[config.mk]
export PLATFORM = sky130hd
export DESIGN_NAME = alu_multicycle
export DESIGN_NICKNAME = d
export VERILOG_FILES = /design/src/rtl/alu_multicycle.sv
export SDC_FILE = /design/constraint.sdc
export NUM_CORES = 1
export LEC_CHECK = 0
export CORE_MARGIN = 3
export CORE_UTILIZATION = 30
export DETAILED_ROUTE_END_ITERATION = 6
export SYNTH_ARGS = -nofsm -noshare
export SYNTH_HDL_FRONTEND = slang
export SYNTH_SLANG_ARGS = --single-unit
[constraint.sdc]
create_clock -name clk -period 5.2 [get_ports clk]
set_input_delay 1.56 -clock clk [delete_from_list [all_inputs] [get_ports clk]]
set_output_delay 1.56 -clock clk [all_outputs]
set_load 0.05 [all_outputs]
[src/rtl/alu_multicycle.sv]
// Handshaked ALU: single-cycle ops answer one cycle after acceptance, while
// mul/divu/remu iterate one bit per cycle for WIDTH cycles.
module alu_multicycle #(
    parameter int WIDTH = 32
) (
    input  logic             clk,
    input  logic             rst,
    input  logic             in_valid,
    output logic             in_ready,
    input  logic [WIDTH-1:0] alu_op1,
    input  logic [WIDTH-1:0] alu_op2,
    input  logic [3:0]       alu_ctrl,
    output logic             out_valid,
    input  logic             out_ready,
    output logic [WIDTH-1:0] alu_res,
    output logic             OF
);
    localparam int SHW = $clog2(WIDTH);

    localparam logic [3:0] OP_ADD  = 4'b0000;
    localparam logic [3:0] OP_SUB  = 4'b0001;
    localparam logic [3:0] OP_EQ   = 4'b0010;
    localparam logic [3:0] OP_SLTU = 4'b0011;
    localparam logic [3:0] OP_SLT  = 4'b0100;
    localparam logic [3:0] OP_AND  = 4'b0101;
    localparam logic [3:0] OP_OR   = 4'b0110;
    localparam logic [3:0] OP_XOR  = 4'b0111;
    localparam logic [3:0] OP_SRL  = 4'b1000;
    localparam logic [3:0] OP_SLL  = 4'b1001;
    localparam logic [3:0] OP_SRA  = 4'b1010;
    localparam logic [3:0] OP_MUL  = 4'b1011;
    localparam logic [3:0] OP_DIVU = 4'b1100;
    localparam logic [3:0] OP_REMU = 4'b1101;

    typedef enum logic [1:0] {IDLE, BUSY, DONE} state_t;

    state_t             state_reg;
    logic [SHW-1:0]     cnt_reg;
    logic [WIDTH-1:0]   op1_reg;
    logic [WIDTH-1:0]   op2_reg;
    logic [3:0]         ctrl_reg;
    logic [2*WIDTH-1:0] acc_reg;
    logic [WIDTH-1:0]   rem_reg;
    logic [WIDTH-1:0]   quot_reg;
    logic [WIDTH-1:0]   res_reg;
    logic               of_reg;

    assign in_ready  = (state_reg == IDLE);
    assign out_valid = (state_reg == DONE);
    assign alu_res   = res_reg;
    assign OF        = of_reg;

    // Single-cycle results are computed straight from the port operands.
    logic [WIDTH-1:0] sc_res;
    logic             sc_of;
    logic [WIDTH-1:0] sum;
    logic [WIDTH-1:0] diff;
    logic [SHW-1:0]   sh;
    logic             is_long;

    assign sum     = alu_op1 + alu_op2;
    assign diff    = alu_op1 - alu_op2;
    assign sh      = alu_op2[SHW-1:0];
    assign is_long = (alu_ctrl == OP_MUL) || (alu_ctrl == OP_DIVU) || (alu_ctrl == OP_REMU);

    always_comb begin
        sc_res = '0;
        sc_of  = 1'b0;
        case (alu_ctrl)
            OP_ADD: begin
                sc_res = sum;
                sc_of  = (alu_op1[WIDTH-1] == alu_op2[WIDTH-1]) && (sum[WIDTH-1] != alu_op1[WIDTH-1]);
            end
            OP_SUB: begin
                sc_res = diff;
                sc_of  = (alu_op1[WIDTH-1] != alu_op2[WIDTH-1]) && (diff[WIDTH-1] != alu_op1[WIDTH-1]);
            end
            OP_EQ:   sc_res = {{(WIDTH-1){1'b0}}, alu_op1 == alu_op2};
            OP_SLTU: sc_res = {{(WIDTH-1){1'b0}}, alu_op1 < alu_op2};
            OP_SLT:  sc_res = {{(WIDTH-1){1'b0}}, $signed(alu_op1) < $signed(alu_op2)};
            OP_AND:  sc_res = alu_op1 & alu_op2;
            OP_OR:   sc_res = alu_op1 | alu_op2;
            OP_XOR:  sc_res = alu_op1 ^ alu_op2;
            OP_SRL:  sc_res = alu_op1 >> sh;
            OP_SLL:  sc_res = alu_op1 << sh;
            OP_SRA:  sc_res = $unsigned($signed(alu_op1) >>> sh);
            default: begin
                sc_res = '0;
                sc_of  = 1'b0;
            end
        endcase
    end

    // Shift-add multiply: upper half accumulates, lower half shifts out multiplier bits.
    logic [WIDTH:0]     mul_sum;
    logic [2*WIDTH-1:0] acc_next;
    assign mul_sum  = {1'b0, acc_reg[2*WIDTH-1:WIDTH]} + {1'b0, (acc_reg[0] ? op1_reg : {WIDTH{1'b0}})};
    assign acc_next = {mul_sum, acc_reg[WIDTH-1:1]};

    // Restoring division; a zero divisor naturally yields all-ones quotient and remainder = dividend.
    logic [WIDTH:0]   div_shift;
    logic             div_ge;
    logic [WIDTH-1:0] div_sub;
    logic [WIDTH-1:0] rem_next;
    logic [WIDTH-1:0] quot_next;
    assign div_shift = {rem_reg, quot_reg[WIDTH-1]};
    assign div_ge    = (div_shift >= {1'b0, op2_reg});
    assign div_sub   = div_shift[WIDTH-1:0] - op2_reg;
    assign rem_next  = div_ge ? div_sub : div_shift[WIDTH-1:0];
    assign quot_next = {quot_reg[WIDTH-2:0], div_ge};

    always_ff @(posedge clk) begin
        if (rst) begin
            state_reg <= IDLE;
            cnt_reg   <= '0;
            op1_reg   <= '0;
            op2_reg   <= '0;
            ctrl_reg  <= '0;
            acc_reg   <= '0;
            rem_reg   <= '0;
            quot_reg  <= '0;
            res_reg   <= '0;
            of_reg    <= 1'b0;
        end else begin
            case (state_reg)
                IDLE: begin
                    if (in_valid) begin
                        op1_reg  <= alu_op1;
                        op2_reg  <= alu_op2;
                        ctrl_reg <= alu_ctrl;
                        cnt_reg  <= '0;
                        acc_reg  <= {{WIDTH{1'b0}}, alu_op2};
                        rem_reg  <= '0;
                        quot_reg <= alu_op1;
                        if (is_long) begin
                            state_reg <= BUSY;
                        end else begin
                            res_reg   <= sc_res;
                            of_reg    <= sc_of;
                            state_reg <= DONE;
                        end
                    end
                end
                BUSY: begin
                    acc_reg  <= acc_next;
                    rem_reg  <= rem_next;
                    quot_reg <= quot_next;
                    cnt_reg  <= cnt_reg + SHW'(1);
                    if (cnt_reg == {SHW{1'b1}}) begin
                        state_reg <= DONE;
                        case (ctrl_reg)
                            OP_MUL: begin
                                res_reg <= acc_next[WIDTH-1:0];
                                of_reg  <= |acc_next[2*WIDTH-1:WIDTH];
                            end
                            OP_DIVU: begin
                                res_reg <= quot_next;
                                of_reg  <= (op2_reg == '0);
                            end
                            default: begin
                                res_reg <= rem_next;
                                of_reg  <= (op2_reg == '0);
                            end
                        endcase
                    end
                end
                DONE: begin
                    if (out_ready) begin
                        state_reg <= IDLE;
                    end
                end
                default: state_reg <= IDLE;
            endcase
        end
    end
endmodule

==> results of run 1 <==
[critical path: cells and delay by family]
| kind | cells | cell delay (ns) |
|---|---|---|
| and+or+nand+nor | 5 | 1.26 |
| adders and majority gates | 1 | 0.44 |
| buffers and inverters | 2 | 0.80 |
| AOI/OAI and AO/OA | 5 | 1.19 |
[worst paths after layout]
kind | startpoint | endpoint | slack (ns) | cells after the start
min reg2reg | op1_reg[1] | op1_reg[1] | 0.45 | 2
min | op1_reg[1] | op1_reg[1] | 0.45 | 2
max reg2reg | acc_reg[0] | OF | 0.84 | 13
max | alu_op2[6] | alu_res[26] | 0.44 | 13
[layout make-up]
cell class                      instances  area [sq um]  area share, %
Multi-Input combinational cell       2364         15950          61.20
Tap cell                              950          1189          4.562
Inverter                              144         540.5          2.075
Clock inverter                         14         155.1         0.5955
Sequential cell                       236          4725          18.13
Clock buffer                           37         775.7          2.977
Timing Repair Buffer                  319          2724          10.45
[cell families after synthesis]
family	count (synthesis)	synth area share, %
XOR/XNOR	73	2.907
flip-flops	236	21.48
AND/OR/NAND/NOR	969	19.89
AO/OA/AOI/OAI	979	28.89
buffers and inverters	362	6.325
adder cells (fa/ha/maj)	172	9.920
multiplexers	171	10.59
[cells in the mapped netlist (all sizes together), types with 34 or more instances]
master	instances	area share (%)
ha	168	9.6
mux2i	109	5.0
a21o	45	1.5
nor2	289	4.9
a22oi	48	1.6
and2	50	1.4
o21ai	187	4.3
a221oi	34	1.4
xnor2	56	2.2
a21oi	294	6.7
o22ai	34	0.97
nor3	52	1.2
mux4	48	4.9
a31oi	65	1.8
dfxtp	236	21
nand3	46	1.0
nand2	366	6.2
clkbuf	174	3.0
inv	143	2.4
a211oi	43	1.5
buf	44	0.89
[layer usage]
metal  share of wire (%)  vias to the layer above
met5               0.021                        -
met1                  44                    11793
met2                  41                     1360
met4                 4.0                        4
li1                    -                    11031
met3                  11                      197
[per-stage QoR]
| step | util [%] | cells | area [sq um] | power [W] |
|---|---|---|---|---|
| floorplan | - | 2962 | 22000 | 0.003281 |
| global placement | 34.84 | 4013 | 25120 | 0.004182 |
| detailed placement | 34.84 | 4013 | 25120 | 0.004177 |
| CTS | 36.14 | 4064 | 26050 | 0.006208 |
| global route | 36.14 | 4064 | 26050 | 0.006468 |
| finish | 36.14 | 4064 | 26050 | 0.006265 |
[power groups by stage]
stage               Clock [W]  Sequential [W]  Combinational [W]
floorplan                   0         0.00209            0.00119
global route          0.00212         0.00203            0.00231
CTS                   0.00206         0.00202            0.00213
finish                0.00204         0.00203            0.00220
global placement            0         0.00206            0.00212
detailed placement          0         0.00206            0.00212
==> results.toml, run 1 <==
[route]
drtPass1Iterations = 6
drtIter0Drc = 3032
drc_errors = 0
num_vias = 24385
routed_wl_microns = 103800
ant_nets = 0
vias_per_cell = 6.000
avgRoutedWirePerCell_microns = 25.53

[power]
ir_drop_uv = 246.6
powerDensity_nw_per_um2 = 240.5
internal-power_w = 0.003913
clkPwrFrac_pct = 32.6
pwr-share-comb_pct = 35.1
p_sw_w = 0.002352
p_leak_nw = 10.61
switching_share_pct = 37.54
pwr-share-seq_pct = 32.3

[clock_network]
clk_pin_slew_ns = 0.06
cts-root-buf = "clkbuf_16"
clk_latency_ns = 0.57
numCtsBuffers = 28
cts_resized = 0
cts_setup_buffers = 0
ctsHoldBuffers = 0
cts_buffer_depth = 3
h-tree-depth = 1
cts_tree = "yes"
clock-sinks = 236

[sta]
fin_crit_sh_pct = 91.45
period_needed_ns = 4.756
setup_violations = 0
fmax_mhz = 210.3
timing.setup.tns_ns = 0
layout_setup_ws_ns = 0.4444
relSlewSlack_pct = 30.13
whs_ns = 0.4505
skew_ns = 0.02118
rsz0062_at_grt = "no"
tightest_slew_ns = 1.046
hold_viol_final = 0
maxSlewViolCount = 0

[setup_path]
worstSetupStartpointType = "input port"
worst-path-max-fanout = 9
worstPathCellList = "clkdlybuf4s50_1, inv_1, ha_1, nor4_2, and2_1, o211ai_1, and3_1, o211ai_1, nor3_1, o31ai_1, a211oi_1, or3_1, a21oi_1"
crit_top_cell = "o211ai_1"
critPathKind = "input port to flop"
critical_path_required_ns = 5.69
cp_slowest_stage_delay_ns = 0.69
cp_slowest_cell = "clkdlybuf4s50_1"
critical_path_arrival_ns = 5.25
critPathCaptureType = "flop"

[floorplan]
core_area_sq_um = 72100
die_area_sq_um = 76600
start_util_pct = 30.51
num_rows = 98
ios = 107
die_y_microns = 276.8
die_x_microns = 276.8

[yosys]
yosys_register_bits = 236
synthFlopType = "dfxtp_1"
syn-cell-area_sq_um = 22000
syn_nets = 3206
ys_warn_count = 0
synth.avg_cell_area_sq_um = 7.426
async_flop_share_pct = 0
netlist_instances = 2962
yosysUniqueCellTypes = 87
synth.yosys.seq_area_share_pct = 21.48
synth-edff-count = 0

[flow_run]
maxCapViolCount = 0

[finish]
nFillCells = 7670
nNetsFinal = 3337
diodes = 0
largest_reg_flops = 64
area_growth_pct = 18.45
final_cell_mix = "nand2_1, a21oi_1, nor2_1"
final_common_cell = "nand2_1"
drive_above_1_share_pct = 11.88

[place]
placement.io_buffers = 106
dpl.hpwl_microns = 80780
place_ws_ns = 0.01095
gp_congestion = 1.055

[grt]
met3_usage_pct = 6.120
grt_busiest_layer = "met2"
grt_pass1_wl_microns = 150800
grt_use_total_pct = 25.59
use_met1_pct = 36.64
grt_pass1_vias = 22262
antenna_found_initial = 7
grt_max_degree = 108
grt_overflow = 0
grt_util_met2_pct = 37.22

[min_path]
hold_path_class = "flop to flop"

[outcome]
status = "finished, final reports clean"
No activity file was read; power rests on OpenSTA's default activity.
==> run 2, diff against run 1 <==
--- a/config.mk
+++ b/config.mk
@@ -8,6 +8,7 @@
 export CORE_MARGIN = 3
 export CORE_UTILIZATION = 30
 export DETAILED_ROUTE_END_ITERATION = 6
+export MAX_ROUTING_LAYER = met4
 export SYNTH_ARGS = -nofsm -noshare
 export SYNTH_HDL_FRONTEND = slang
 export SYNTH_SLANG_ARGS = --single-unit
==> run 2 against run 1 <==
Compared with the run above:
- cell area grew 0.26%
- global-route usage increased by 0.70 points
- largest cell class unchanged
- clock power is essentially flat
- highest routed layer is now met4
==> results.toml, run 2 (synthesized netlist as in run 1, its figures left out) <==
[outcome]
status = "finished, final reports clean"

[floorplan]
die_y_microns = 276.8
ios = 107
start_util_pct = 30.51
die_area_sq_um = 76600
core_area_sq_um = 72100
die_x_microns = 276.8
num_rows = 98

[finish]
final_util_pct = 36.23
seqCellArea_sq_um = 4725
area_growth_pct = 18.75
drive_above_1_share_pct = 12.07
fin_cells = 4069
final_cell_mix = "nand2_1, a21oi_1, nor2_1"
nNetsFinal = 3339
largest_reg_flops = 64
nFillCells = 7707
multi_input_area_sq_um = 15950
final_common_cell = "nand2_1"

[sta]
fmax_mhz = 210.8
maxSlewViolCount = 0
period_needed_ns = 4.743
timing.setup.tns_ns = 0
hold_viol_final = 0
fin_crit_sh_pct = 91.21
skew_ns = 0.01916
whs_ns = 0.4482
relSlewSlack_pct = 31.58
tightest_slew_ns = 1.026
rsz0062_at_grt = "no"
setup_violations = 0
layout_setup_ws_ns = 0.4572

[power]
ir_drop_uv = 255.0
internal-power_w = 0.003927
p_leak_nw = 10.62
powerDensity_nw_per_um2 = 240.0
clkPwrFrac_pct = 32.7
p_sw_w = 0.002342
pwr-share-seq_pct = 32.3
switching_share_pct = 37.36
pwr-share-comb_pct = 35.0

[min_path]
min-delay-start = "op1_reg[12]"
hold_path_depth = 2
whs_endpoint = "op1_reg[12]"
hold_path_class = "flop to flop"

[clock_network]
cts_tree = "yes"
cts_resized = 0
clk_latency_ns = 0.56
clock-sinks = 236
cts_buffer_depth = 3
clk_pin_slew_ns = 0.07
cts-root-buf = "clkbuf_16"
h-tree-depth = 1
numCtsBuffers = 27
ctsHoldBuffers = 0
cts_setup_buffers = 0

[setup_path]
path_buf_inv = 2
critPathKind = "input port to flop"
r2r_slack_ns = 0.85
r2r-end = "OF"
r2r_cells = 13
cp_slowest_stage_delay_ns = 0.62
worst-path-max-fanout = 11
critical_path_required_ns = 5.65
worstPathCellList = "clkdlybuf4s50_1, buf_4, mux4_2, mux2i_1, nor2_1, a21oi_1, a211oi_1, o31ai_1, nand3_1, a211oi_1, nor2_1"
critPathCaptureType = "flop"
crit_family = "compound AO/OA/AOI/OAI gates"
critical_path_arrival_ns = 5.19
r2r-start = "acc_reg[0]"
worstSetupStartpointType = "input port"
cp_slowest_cell = "clkdlybuf4s50_1"

[route]
routed_wl_microns = 102700
vias_per_cell = 5.953
ant_nets = 0
drtIter0Drc = 3227
drtPass1Iterations = 7
drc_errors = 0
avgRoutedWirePerCell_microns = 25.25
num_vias = 24222

[grt]
grt_pass1_vias = 22684
antenna_found_initial = 6
grt_overflow = 0
grt_use_total_pct = 26.30
grt_pass1_wl_microns = 151000
grt_max_degree = 116

[place]
dpl.hpwl_microns = 80060
placed_cells = 4016
gp_congestion = 1.037
placement.io_buffers = 106
place_ws_ns = 0.05746

[flow_run]
maxCapViolCount = 0
[run 2: routing by layer]
layer	up-vias	GRT usage, %	part of all wire (%)
met5	-	-	0
met4	0	9.092	4.0
met3	198	6.963	11
met2	1242	37.14	41
met1	11710	35.97	44
li1	11072	-	-
[run 2: final cells by class]
class,instances,area share (%)
antenna,4,0.03832
clock buffer,35,2.970
clock inverter,14,0.6323
inverter,144,2.069
multi-input combinational,2364,61.04
sequential,236,18.09
tap,950,4.550
timing repair buffer,322,10.61
[run 2: through the flow]
stage / area (sq um) / power, W
after detailed placement: 25170 / 0.004183
after floorplan: 22000 / 0.003281
after global routing: 26120 / 0.006487
after CTS: 26110 / 0.006215
after global placement: 25170 / 0.004188
final: 26120 / 0.006269
[run 2: power by group through the flow]
stage	registers (W)	logic, W	clock network [W]
global placement	0.00206	0.00213	0
CTS	0.00202	0.00213	0.00206
global route	0.00203	0.00232	0.00213
floorplan	0.00209	0.00119	0
detailed placement	0.00206	0.00213	0
finish	0.00203	0.00220	0.00205
[run 2: worst max path at each step]
stage / startpoint / end / slack [ns] / cells after the start
2_1_floorplan: alu_op2[2] / alu_res[26] / 0.21 / 16
3_3_place_gp: alu_op1[6] / alu_res[20] / 0.07 / 14
3_5_place_dp: alu_op1[14] / alu_res[31] / 0.06 / 17
4_1_cts: alu_op1[14] / alu_res[31] / 0.61 / 17
5_1_grt: alu_op2[6] / alu_res[26] / 0.26 / 14
6_report: alu_op1[16] / alu_res[0] / 0.46 / 11
[run 2: worst min-delay path, stage by stage, from the launching register on]
cell and delay (ns):
dfxtp_1 0.30, nand2_1 0.05, a21oi_1 0.05
